File: src/rtl/trap_pkg.sv
// trap_pkg: shared definitions for the machine-mode trap controller.
//   - FSM state encoding
//   - exception cause codes (illegal instruction, breakpoint, environment calls)
//   - mstatus field positions (MIE, MPIE, MPP)
//   - privilege level encodings
//   - small helpers for word alignment and ecall cause selection
package trap_pkg;

    typedef enum logic [1:0] {
        StIdle,
        StEnter,
        StExit,
        StRedirect
    } trap_state_e;

    localparam logic [3:0] CauseIllegalInstr = 4'd2;
    localparam logic [3:0] CauseBreakpoint   = 4'd3;
    localparam logic [3:0] CauseEcallU       = 4'd8;
    localparam logic [3:0] CauseEcallS       = 4'd9;
    localparam logic [3:0] CauseEcallM       = 4'd11;

    localparam int unsigned MstatusMie   = 3;
    localparam int unsigned MstatusMpie  = 7;
    localparam int unsigned MstatusMppLo = 11;
    localparam int unsigned MstatusMppHi = 12;

    localparam logic [1:0] PrivU = 2'd0;
    localparam logic [1:0] PrivS = 2'd1;
    localparam logic [1:0] PrivM = 2'd3;

    // Clear the two low bits of an address (mepc / mtvec base / trap PC).
    function automatic logic [63:0] align4(input logic [63:0] addr);
        return {addr[63:2], 2'b00};
    endfunction

    // Environment-call cause depends on the privilege the ecall came from.
    function automatic logic [3:0] ecall_cause(input logic [1:0] priv);
        logic [3:0] code;
        unique case (priv)
            PrivU:   code = CauseEcallU;
            PrivS:   code = CauseEcallS;
            default: code = CauseEcallM;
        endcase
        return code;
    endfunction

endpackage

File: src/rtl/trap_controller_if.sv
// trap_controller_if: bundles every trap-controller signal except clk/rst.
//   Core/CSR side inputs : pc_addr, exc_en/exc_code/exc_val, ecall, ebreak, mret,
//                          irq_valid/irq_code, mstatus_current, mtvec, mepc, redirect_ready
//   Controller outputs   : trap_taken, trap_done, mepc_next, mcause_next, mtval_next,
//                          mstatus_next, priv_lvl, flush, redirect_valid, redirect_pc
// Modports:
//   master - the trap controller itself (drives the CSR update and redirect signals)
//   slave  - the pipeline / CSR file / fetch unit around it
interface trap_controller_if;

    logic [63:0] pc_addr;
    logic        exc_en;
    logic [3:0]  exc_code;
    logic [63:0] exc_val;
    logic        ecall;
    logic        ebreak;
    logic        mret;
    logic        irq_valid;
    logic [3:0]  irq_code;
    logic [63:0] mstatus_current;
    logic [63:0] mtvec;
    logic [63:0] mepc;

    logic        trap_taken;
    logic        trap_done;
    logic [63:0] mepc_next;
    logic [63:0] mcause_next;
    logic [63:0] mtval_next;
    logic [63:0] mstatus_next;
    logic [1:0]  priv_lvl;
    logic        flush;

    logic        redirect_valid;
    logic [63:0] redirect_pc;
    logic        redirect_ready;

    modport master (
        input  pc_addr, exc_en, exc_code, exc_val, ecall, ebreak, mret,
        input  irq_valid, irq_code, mstatus_current, mtvec, mepc, redirect_ready,
        output trap_taken, trap_done, mepc_next, mcause_next, mtval_next, mstatus_next,
        output priv_lvl, flush, redirect_valid, redirect_pc
    );

    modport slave (
        output pc_addr, exc_en, exc_code, exc_val, ecall, ebreak, mret,
        output irq_valid, irq_code, mstatus_current, mtvec, mepc, redirect_ready,
        input  trap_taken, trap_done, mepc_next, mcause_next, mtval_next, mstatus_next,
        input  priv_lvl, flush, redirect_valid, redirect_pc
    );

endinterface

File: src/rtl/trap_cause_encoder.sv
// trap_cause_encoder: combinational event prioritiser and cause/tval encoder.
// Ports:
//   exc_en, exc_code, exc_val  - CSR-access exception and its cause / faulting value
//   ecall, ebreak, mret        - decoded system-instruction strobes
//   irq_valid, irq_code        - pending (already mie/mip-masked) interrupt and cause
//   mie                        - global interrupt enable (mstatus.MIE)
//   priv_lvl                   - current privilege level
//   pc_addr                    - PC of the instruction at the trap point
//   trap_ev                    - an exception or interrupt must be taken
//   ret_ev                     - a legal mret must be executed
//   irq_ev                     - the taken trap is an interrupt (for vectoring)
//   cause, tval                - mcause / mtval values for a taken trap
// Priority: exc_en > ebreak > ecall > enabled interrupt > mret.
module trap_cause_encoder
    import trap_pkg::*;
(
    input  logic        exc_en,
    input  logic [3:0]  exc_code,
    input  logic [63:0] exc_val,
    input  logic        ecall,
    input  logic        ebreak,
    input  logic        mret,
    input  logic        irq_valid,
    input  logic [3:0]  irq_code,
    input  logic        mie,
    input  logic [1:0]  priv_lvl,
    input  logic [63:0] pc_addr,
    output logic        trap_ev,
    output logic        ret_ev,
    output logic        irq_ev,
    output logic [63:0] cause,
    output logic [63:0] tval
);

    always_comb begin
        trap_ev = 1'b0;
        ret_ev  = 1'b0;
        irq_ev  = 1'b0;
        cause   = '0;
        tval    = '0;

        if (exc_en) begin
            trap_ev = 1'b1;
            cause   = {60'd0, exc_code};
            tval    = exc_val;
        end else if (ebreak) begin
            trap_ev = 1'b1;
            cause   = {60'd0, CauseBreakpoint};
            tval    = pc_addr;
        end else if (ecall) begin
            trap_ev = 1'b1;
            cause   = {60'd0, ecall_cause(priv_lvl)};
        end else if (irq_valid && mie) begin
            trap_ev = 1'b1;
            irq_ev  = 1'b1;
            cause   = {1'b1, 59'd0, irq_code};
        end else if (mret) begin
            if (priv_lvl == PrivM) begin
                ret_ev = 1'b1;
            end else begin
                // mret below M-mode is an illegal instruction with mtval 0.
                trap_ev = 1'b1;
                cause   = {60'd0, CauseIllegalInstr};
            end
        end
    end

endmodule

File: src/rtl/trap_controller.sv
// trap_controller: machine-mode trap entry / mret exit sequencer.
// Ports:
//   clk  - single clock, rising edge
//   rst  - synchronous, active-high reset
//   bus  - trap_controller_if.master carrying event inputs, current CSR values,
//          CSR update strobes/values (trap_taken, trap_done, *_next), priv_lvl,
//          flush and the fetch redirect handshake (redirect_valid/pc/ready)
// Sequence: an event sampled in IDLE at cycle N gives a one-cycle ENTER or EXIT
// strobe at N+1, then REDIRECT from N+2 until redirect_ready. Events outside IDLE
// are dropped; the pipeline is held by flush meanwhile.
// Build option: define TRAP_VECTORED_EN to vector interrupts to base + 4*cause
// when mtvec[1:0] == 1. Without it every trap goes to the mtvec base.
module trap_controller
    import trap_pkg::*;
(
    input  logic               clk,
    input  logic               rst,
    trap_controller_if.master  bus
);

    trap_state_e state_q, state_d;
    logic [1:0]  priv_q, priv_d;
    logic [1:0]  ret_priv_q, ret_priv_d;
    logic [63:0] mepc_next_q, mepc_next_d;
    logic [63:0] mcause_next_q, mcause_next_d;
    logic [63:0] mtval_next_q, mtval_next_d;
    logic [63:0] mstatus_next_q, mstatus_next_d;
    logic [63:0] redirect_pc_q, redirect_pc_d;

    logic        trap_ev;
    logic        ret_ev;
    logic        irq_ev;
    logic [63:0] ev_cause;
    logic [63:0] ev_tval;

    logic [63:0] enter_mstatus;
    logic [63:0] exit_mstatus;
    logic [1:0]  cur_mpp;
    logic [63:0] trap_target;

    trap_cause_encoder u_cause_encoder (
        .exc_en    (bus.exc_en),
        .exc_code  (bus.exc_code),
        .exc_val   (bus.exc_val),
        .ecall     (bus.ecall),
        .ebreak    (bus.ebreak),
        .mret      (bus.mret),
        .irq_valid (bus.irq_valid),
        .irq_code  (bus.irq_code),
        .mie       (bus.mstatus_current[MstatusMie]),
        .priv_lvl  (priv_q),
        .pc_addr   (bus.pc_addr),
        .trap_ev   (trap_ev),
        .ret_ev    (ret_ev),
        .irq_ev    (irq_ev),
        .cause     (ev_cause),
        .tval      (ev_tval)
    );

    // mstatus images for trap entry and mret, built from the current value.
    always_comb begin
        cur_mpp = bus.mstatus_current[MstatusMppHi:MstatusMppLo];

        enter_mstatus                            = bus.mstatus_current;
        enter_mstatus[MstatusMpie]               = bus.mstatus_current[MstatusMie];
        enter_mstatus[MstatusMie]                = 1'b0;
        enter_mstatus[MstatusMppHi:MstatusMppLo] = priv_q;

        exit_mstatus                            = bus.mstatus_current;
        exit_mstatus[MstatusMie]                = bus.mstatus_current[MstatusMpie];
        exit_mstatus[MstatusMpie]               = 1'b1;
        exit_mstatus[MstatusMppHi:MstatusMppLo] = PrivU;
    end

`ifdef TRAP_VECTORED_EN
    always_comb begin
        trap_target = align4(bus.mtvec);
        if (irq_ev && (bus.mtvec[1:0] == 2'b01)) begin
            trap_target = align4(bus.mtvec) + {58'd0, bus.irq_code, 2'b00};
        end
    end
`else
    // Mode bits of mtvec have no effect in the direct-only build.
    logic unused_vec_mode;
    assign unused_vec_mode = ^{bus.mtvec[1:0], irq_ev};
    assign trap_target     = align4(bus.mtvec);
`endif

    // Next-state and output decode.
    always_comb begin
        state_d        = state_q;
        priv_d         = priv_q;
        ret_priv_d     = ret_priv_q;
        mepc_next_d    = mepc_next_q;
        mcause_next_d  = mcause_next_q;
        mtval_next_d   = mtval_next_q;
        mstatus_next_d = mstatus_next_q;
        redirect_pc_d  = redirect_pc_q;

        bus.trap_taken     = 1'b0;
        bus.trap_done      = 1'b0;
        bus.redirect_valid = 1'b0;
        bus.flush          = 1'b1;

        unique case (state_q)
            StIdle: begin
                bus.flush = 1'b0;
                if (trap_ev) begin
                    state_d        = StEnter;
                    mepc_next_d    = align4(bus.pc_addr);
                    mcause_next_d  = ev_cause;
                    mtval_next_d   = ev_tval;
                    mstatus_next_d = enter_mstatus;
                    redirect_pc_d  = trap_target;
                end else if (ret_ev) begin
                    state_d        = StExit;
                    // mcause/mtval keep their previous values on return.
                    mepc_next_d    = bus.mepc;
                    mstatus_next_d = exit_mstatus;
                    redirect_pc_d  = align4(bus.mepc);
                    // MPP=2 is reserved; fall back to U-mode.
                    ret_priv_d     = (cur_mpp == 2'b10) ? PrivU : cur_mpp;
                end
            end
            StEnter: begin
                bus.trap_taken = 1'b1;
                priv_d         = PrivM;
                state_d        = StRedirect;
            end
            StExit: begin
                bus.trap_done = 1'b1;
                priv_d        = ret_priv_q;
                state_d       = StRedirect;
            end
            StRedirect: begin
                bus.redirect_valid = 1'b1;
                if (bus.redirect_ready) begin
                    state_d = StIdle;
                end
            end
            default: begin
                state_d = StIdle;
            end
        endcase
    end

    always_ff @(posedge clk) begin
        if (rst) begin
            state_q        <= StIdle;
            priv_q         <= PrivM;
            ret_priv_q     <= PrivU;
            mepc_next_q    <= '0;
            mcause_next_q  <= '0;
            mtval_next_q   <= '0;
            mstatus_next_q <= '0;
            redirect_pc_q  <= '0;
        end else begin
            state_q        <= state_d;
            priv_q         <= priv_d;
            ret_priv_q     <= ret_priv_d;
            mepc_next_q    <= mepc_next_d;
            mcause_next_q  <= mcause_next_d;
            mtval_next_q   <= mtval_next_d;
            mstatus_next_q <= mstatus_next_d;
            redirect_pc_q  <= redirect_pc_d;
        end
    end

    assign bus.priv_lvl     = priv_q;
    assign bus.mepc_next    = mepc_next_q;
    assign bus.mcause_next  = mcause_next_q;
    assign bus.mtval_next   = mtval_next_q;
    assign bus.mstatus_next = mstatus_next_q;
    assign bus.redirect_pc  = redirect_pc_q;

endmodule

File: src/flat_wrapper.sv
// flat-port wrapper written by rule: the top's interface ports become plain ports
module trap_controller_flat import trap_pkg::*;
  (clk, rst, bus_pc_addr, bus_exc_en, bus_exc_code, bus_exc_val, bus_ecall, bus_ebreak, bus_mret, bus_irq_valid, bus_irq_code, bus_mstatus_current, bus_mtvec, bus_mepc, bus_redirect_ready, bus_trap_taken, bus_trap_done, bus_mepc_next, bus_mcause_next, bus_mtval_next, bus_mstatus_next, bus_priv_lvl, bus_flush, bus_redirect_valid, bus_redirect_pc);
  trap_controller_if bus_i ();
  input  logic clk;
  input  logic rst;
  input wire logic [$bits(bus_i.pc_addr)-1:0] bus_pc_addr;
  input wire logic [$bits(bus_i.exc_en)-1:0] bus_exc_en;
  input wire logic [$bits(bus_i.exc_code)-1:0] bus_exc_code;
  input wire logic [$bits(bus_i.exc_val)-1:0] bus_exc_val;
  input wire logic [$bits(bus_i.ecall)-1:0] bus_ecall;
  input wire logic [$bits(bus_i.ebreak)-1:0] bus_ebreak;
  input wire logic [$bits(bus_i.mret)-1:0] bus_mret;
  input wire logic [$bits(bus_i.irq_valid)-1:0] bus_irq_valid;
  input wire logic [$bits(bus_i.irq_code)-1:0] bus_irq_code;
  input wire logic [$bits(bus_i.mstatus_current)-1:0] bus_mstatus_current;
  input wire logic [$bits(bus_i.mtvec)-1:0] bus_mtvec;
  input wire logic [$bits(bus_i.mepc)-1:0] bus_mepc;
  input wire logic [$bits(bus_i.redirect_ready)-1:0] bus_redirect_ready;
  output wire logic [$bits(bus_i.trap_taken)-1:0] bus_trap_taken;
  output wire logic [$bits(bus_i.trap_done)-1:0] bus_trap_done;
  output wire logic [$bits(bus_i.mepc_next)-1:0] bus_mepc_next;
  output wire logic [$bits(bus_i.mcause_next)-1:0] bus_mcause_next;
  output wire logic [$bits(bus_i.mtval_next)-1:0] bus_mtval_next;
  output wire logic [$bits(bus_i.mstatus_next)-1:0] bus_mstatus_next;
  output wire logic [$bits(bus_i.priv_lvl)-1:0] bus_priv_lvl;
  output wire logic [$bits(bus_i.flush)-1:0] bus_flush;
  output wire logic [$bits(bus_i.redirect_valid)-1:0] bus_redirect_valid;
  output wire logic [$bits(bus_i.redirect_pc)-1:0] bus_redirect_pc;
  assign bus_i.pc_addr = bus_pc_addr;
  assign bus_i.exc_en = bus_exc_en;
  assign bus_i.exc_code = bus_exc_code;
  assign bus_i.exc_val = bus_exc_val;
  assign bus_i.ecall = bus_ecall;
  assign bus_i.ebreak = bus_ebreak;
  assign bus_i.mret = bus_mret;
  assign bus_i.irq_valid = bus_irq_valid;
  assign bus_i.irq_code = bus_irq_code;
  assign bus_i.mstatus_current = bus_mstatus_current;
  assign bus_i.mtvec = bus_mtvec;
  assign bus_i.mepc = bus_mepc;
  assign bus_i.redirect_ready = bus_redirect_ready;
  assign bus_trap_taken = bus_i.trap_taken;
  assign bus_trap_done = bus_i.trap_done;
  assign bus_mepc_next = bus_i.mepc_next;
  assign bus_mcause_next = bus_i.mcause_next;
  assign bus_mtval_next = bus_i.mtval_next;
  assign bus_mstatus_next = bus_i.mstatus_next;
  assign bus_priv_lvl = bus_i.priv_lvl;
  assign bus_flush = bus_i.flush;
  assign bus_redirect_valid = bus_i.redirect_valid;
  assign bus_redirect_pc = bus_i.redirect_pc;
  trap_controller u_core (.clk(clk), .rst(rst), .bus(bus_i));
endmodule
File: config.mk
export PLATFORM = sky130hd
export DESIGN_NAME = trap_controller_flat
export DESIGN_NICKNAME = d
export VERILOG_FILES = /design/src/rtl/trap_pkg.sv /design/src/rtl/trap_controller_if.sv /design/src/rtl/trap_cause_encoder.sv /design/src/rtl/trap_controller.sv /design/src/flat_wrapper.sv
export SDC_FILE = /design/constraint.sdc
export NUM_CORES = 1
export LEC_CHECK = 0
export CORE_AREA = 3 3 257 259
export DETAILED_ROUTE_END_ITERATION = 10
export DIE_AREA = 0 0 260 262
export GPL_ROUTABILITY_DRIVEN = 0
export PLACE_DENSITY = 0.44
export SYNTH_ARGS = -nofsm -noshare
export SYNTH_HDL_FRONTEND = slang
export SYNTH_SLANG_ARGS = --single-unit
export TNS_END_PERCENT = 30
File: constraint.sdc
create_clock -name clk -period 5 [get_ports clk]
set_clock_uncertainty 0.15 [all_clocks]
set_input_delay 0.5 -clock clk [delete_from_list [all_inputs] [get_ports clk]]
set_output_delay 0.5 -clock clk [all_outputs]
set_load 0.01 [all_outputs]
==> metrics.yaml <==
synthesis:
  synth.avg_cell_area_sq_um: 7.978
  synth_seq_cells: 265
  synth-edff-count: 0
  synth_top_cell_area_share: 0.4536
  yosys_warnings: 0
  synth.most_common_cell: "nand2_1"
  synth_cell_type_count: 42
  ys_seq_area_frac: 0.4536
  async_flop_share: 0
  netlist_top_cells_area: "dfxtp_1 45%, nand2_1 10%, nor2_1 8.3%"
  synth_top_area_cell: "dfxtp_1"
  ys.flop_type: "dfxtp_1"
  syn_area_sq_um: 11700
  ys_top_cells_by_count: "318 x nand2_1, 265 x dfxtp_1, 258 x nor2_1"
  syn_inst: 1466
floorplanning:
  start_util: 0.1824
  rows: 93
  die-area_sq_um: 68120
  die_x_um: 260
  core_area_sq_um: 64120
  die_h_um: 262
  io_pins: 662
sta:
  worstMarginPinSlew_ns: 1.136
  slew-limit-headroom: 0.2426
  timing.fmax_ghz: 0.3024
  finalCritPeriodShare: 0.6613
  tns_ns: 0
  rsz0062_at_grt: "no"
  setup_viol: 0
  hold_violations: 0
  period_minus_slack_ns: 3.306
  slew_viol_final: 0
setup_path:
  r2r_slack_ns: 2.35
  r2r_end: "u_core.bus.mepc_next[13]"
  r2r-start: "u_core.state_q[0]"
  worstPathArrival_ns: 3.55
  start_kind: "input port"
  cp-end-kind: "register"
  worst-path-max-fanout: 43
  reg2regPathDepth: 6
  cp.required_ns: 5.24
  worstSetupPathType: "in2reg"
clocking:
  cts.sinks: 265
  ctsHoldBuffers: 0
  clkSlewWorstSetupHoldPaths_ns: 0.06
  post_cts_resized: 0
  clk_path_buf_depth: 3
  ctsRootBufferMaster: "clkbuf_16"
  insertion_delay_ns: 0.54
  postCtsSetupRepairBufs: 0
  cts_max_level: 2
  cts_buffers: 37
  cts_tree: "done"
grt:
  grt_overflow: 0
  met1_usage: 0.1930
  grt_pass1_wl_mm: 82.68
  grt_use_met3: 0.04915
  grt_pass1_vias: 11990
  grt_util_all_layers: 0.1613
  grt_max_degree: 158
  top_usage_layer: "met2"
  gr-usage-met2: 0.2821
  antenna_found_initial: 5
status:
  outcome: "finished clean"
finish:
  syn_to_final_growth_pct: 65.08
  final_nets: 2331
  layout.cell_area.non_filler_sq_um: 19310
  final_cells: 2874
  nFillCells: 6864
  drive_gt1_frac: 0.05999
  utilization: 0.3012
detailed_routing:
  drt-initial-drc-count: 596
  wl_per_cell_um: 20.36
  wl_mm: 58.51
  drtAntennaViolNets: 0
  drt_pass1_iterations: 5
  drc_errors: 0
  via_count: 12290
  vias_per_cell: 4.275
power:
  p_leak_nw: 7.199
  power_density_nw_per_um2: 487.0
  ir_drop_uv: 249.1
min_path:
  hold_depth: 3
  hp-start: "bus_exc_en"
  hp-class: "in2reg"
  min_to: "u_core.bus.mcause_next[2]"
place:
  hpwl_mm: 42.48
  port_buffers: 598
  place_inst: 2807
  post_dp_cell_area_sq_um: 18120
job:
  max_cap_viol_count: 0
==> cell families (layout without fill, tap and decap cells) <==
logic type,Yosys count,after routing,synth area share
AND/OR/NAND/NOR,664,664,0.2260
AO/OA/AOI/OAI,337,337,0.2184
flip-flops,265,265,0.4536
buffers and inverters,194,685,0.09649
adder cells (fa/ha/maj),4,4,0.004279
other,1,63,0.0003206
multiplexers,1,1,0.0008558
==> how the worst max path moves through the flow <==
stage               startpoint                    endpoint  slack (ns)  cells after the start
global route         bus_ecall  u_core.bus.redirect_pc[48]        1.45                      6
global placement     bus_ecall  u_core.bus.redirect_pc[48]        1.13                      6
finish               bus_ecall  u_core.bus.redirect_pc[52]        1.69                      6
floorplan           bus_exc_en   u_core.bus.redirect_pc[3]        2.76                      9
CTS                  bus_ecall  u_core.bus.redirect_pc[33]        1.69                      6
detailed placement   bus_ecall  u_core.bus.redirect_pc[63]        1.11                      6
==> per-stage QoR <==
stage | hold WS (ns) | total power [mW] | worst slack (ns)
floorplan | 0.2909 | 4.954 | 2.760
global placement | 0.2911 | 6.867 | 1.135
detailed placement | 0.2953 | 6.905 | 1.111
CTS | 0.1971 | 9.603 | 1.687
global route | 0.2125 | 9.997 | 1.447
finish | 0.2380 | 9.403 | 1.694
==> metal layers <==
layer	share of wire	wire length (um)	up-vias
li1	-	-	5993
met1	0.41	23810	5771
met2	0.49	28890	444
met3	0.080	4652	71
met4	0.019	1100	8
met5	0.00092	54	-
==> flip-flops by register name (all words and copies together), names as in the netlist <==
signal and flops:
u_core.state_q 2, u_core.bus.mcause_next 5, u_core.bus.redirect_pc 62, u_core.bus.mtval_next 64, u_core.bus.mstatus_next 64, u_core.bus.priv_lvl 2
u_core.ret_priv_q 2, u_core.bus.mepc_next 64
==> worst max-delay path, cell delays in order <==
cell             delay (ns)
clkdlybuf4s50_1        0.51
nor3_1                 0.83
nand3_4                0.72
buf_4                  0.54
a21oi_1                0.23
a211oi_1               0.09
==> area by class of cell <==
cell class,instances,area (sq um),share of cell area
Timing Repair Buffer,617,6203,0.3213
Clock buffer,54,1061,0.05495
Tap cell,855,1070,0.05540
Inverter,3,11.26,0.0005832
Sequential cell,265,5305,0.2748
Clock inverter,11,122.6,0.006350
Multi-Input combinational cell,1067,5530,0.2864
Antenna cell,2,5.005,0.0002592
==> power by group <==
part           total [mW]  switching, mW  internal (mW)
combinational        3.82           2.03           1.79
sequential           2.98          0.296           2.68
clock                2.61           1.03           1.57
==> layout by cell type (no fill, tap or decap), types with 2 or more instances in the layout <==
cell type / n
a22oi_1: 5
ha_1: 4
conb_1: 61
buf_4: 15
a311oi_1: 35
clkinv_2: 6
clkbuf_8: 5
o31ai_4: 2
nor3_1: 66
a221oi_1: 3
buf_12: 6
nand2_1: 318
nor2_1: 258
diode_2: 2
bufinv_16: 2
nand3_1: 4
nand2b_1: 5
clkdlybuf4s50_1: 595
inv_1: 3
a211oi_1: 117
clkbuf_16: 38
nand3b_1: 3
clkbuf_1: 11
a31oi_1: 3
a311oi_2: 36
a21oi_1: 118
dfxtp_1: 265
o21ai_0: 8
nor2b_1: 3
Power figures use the tool's default switching activity.
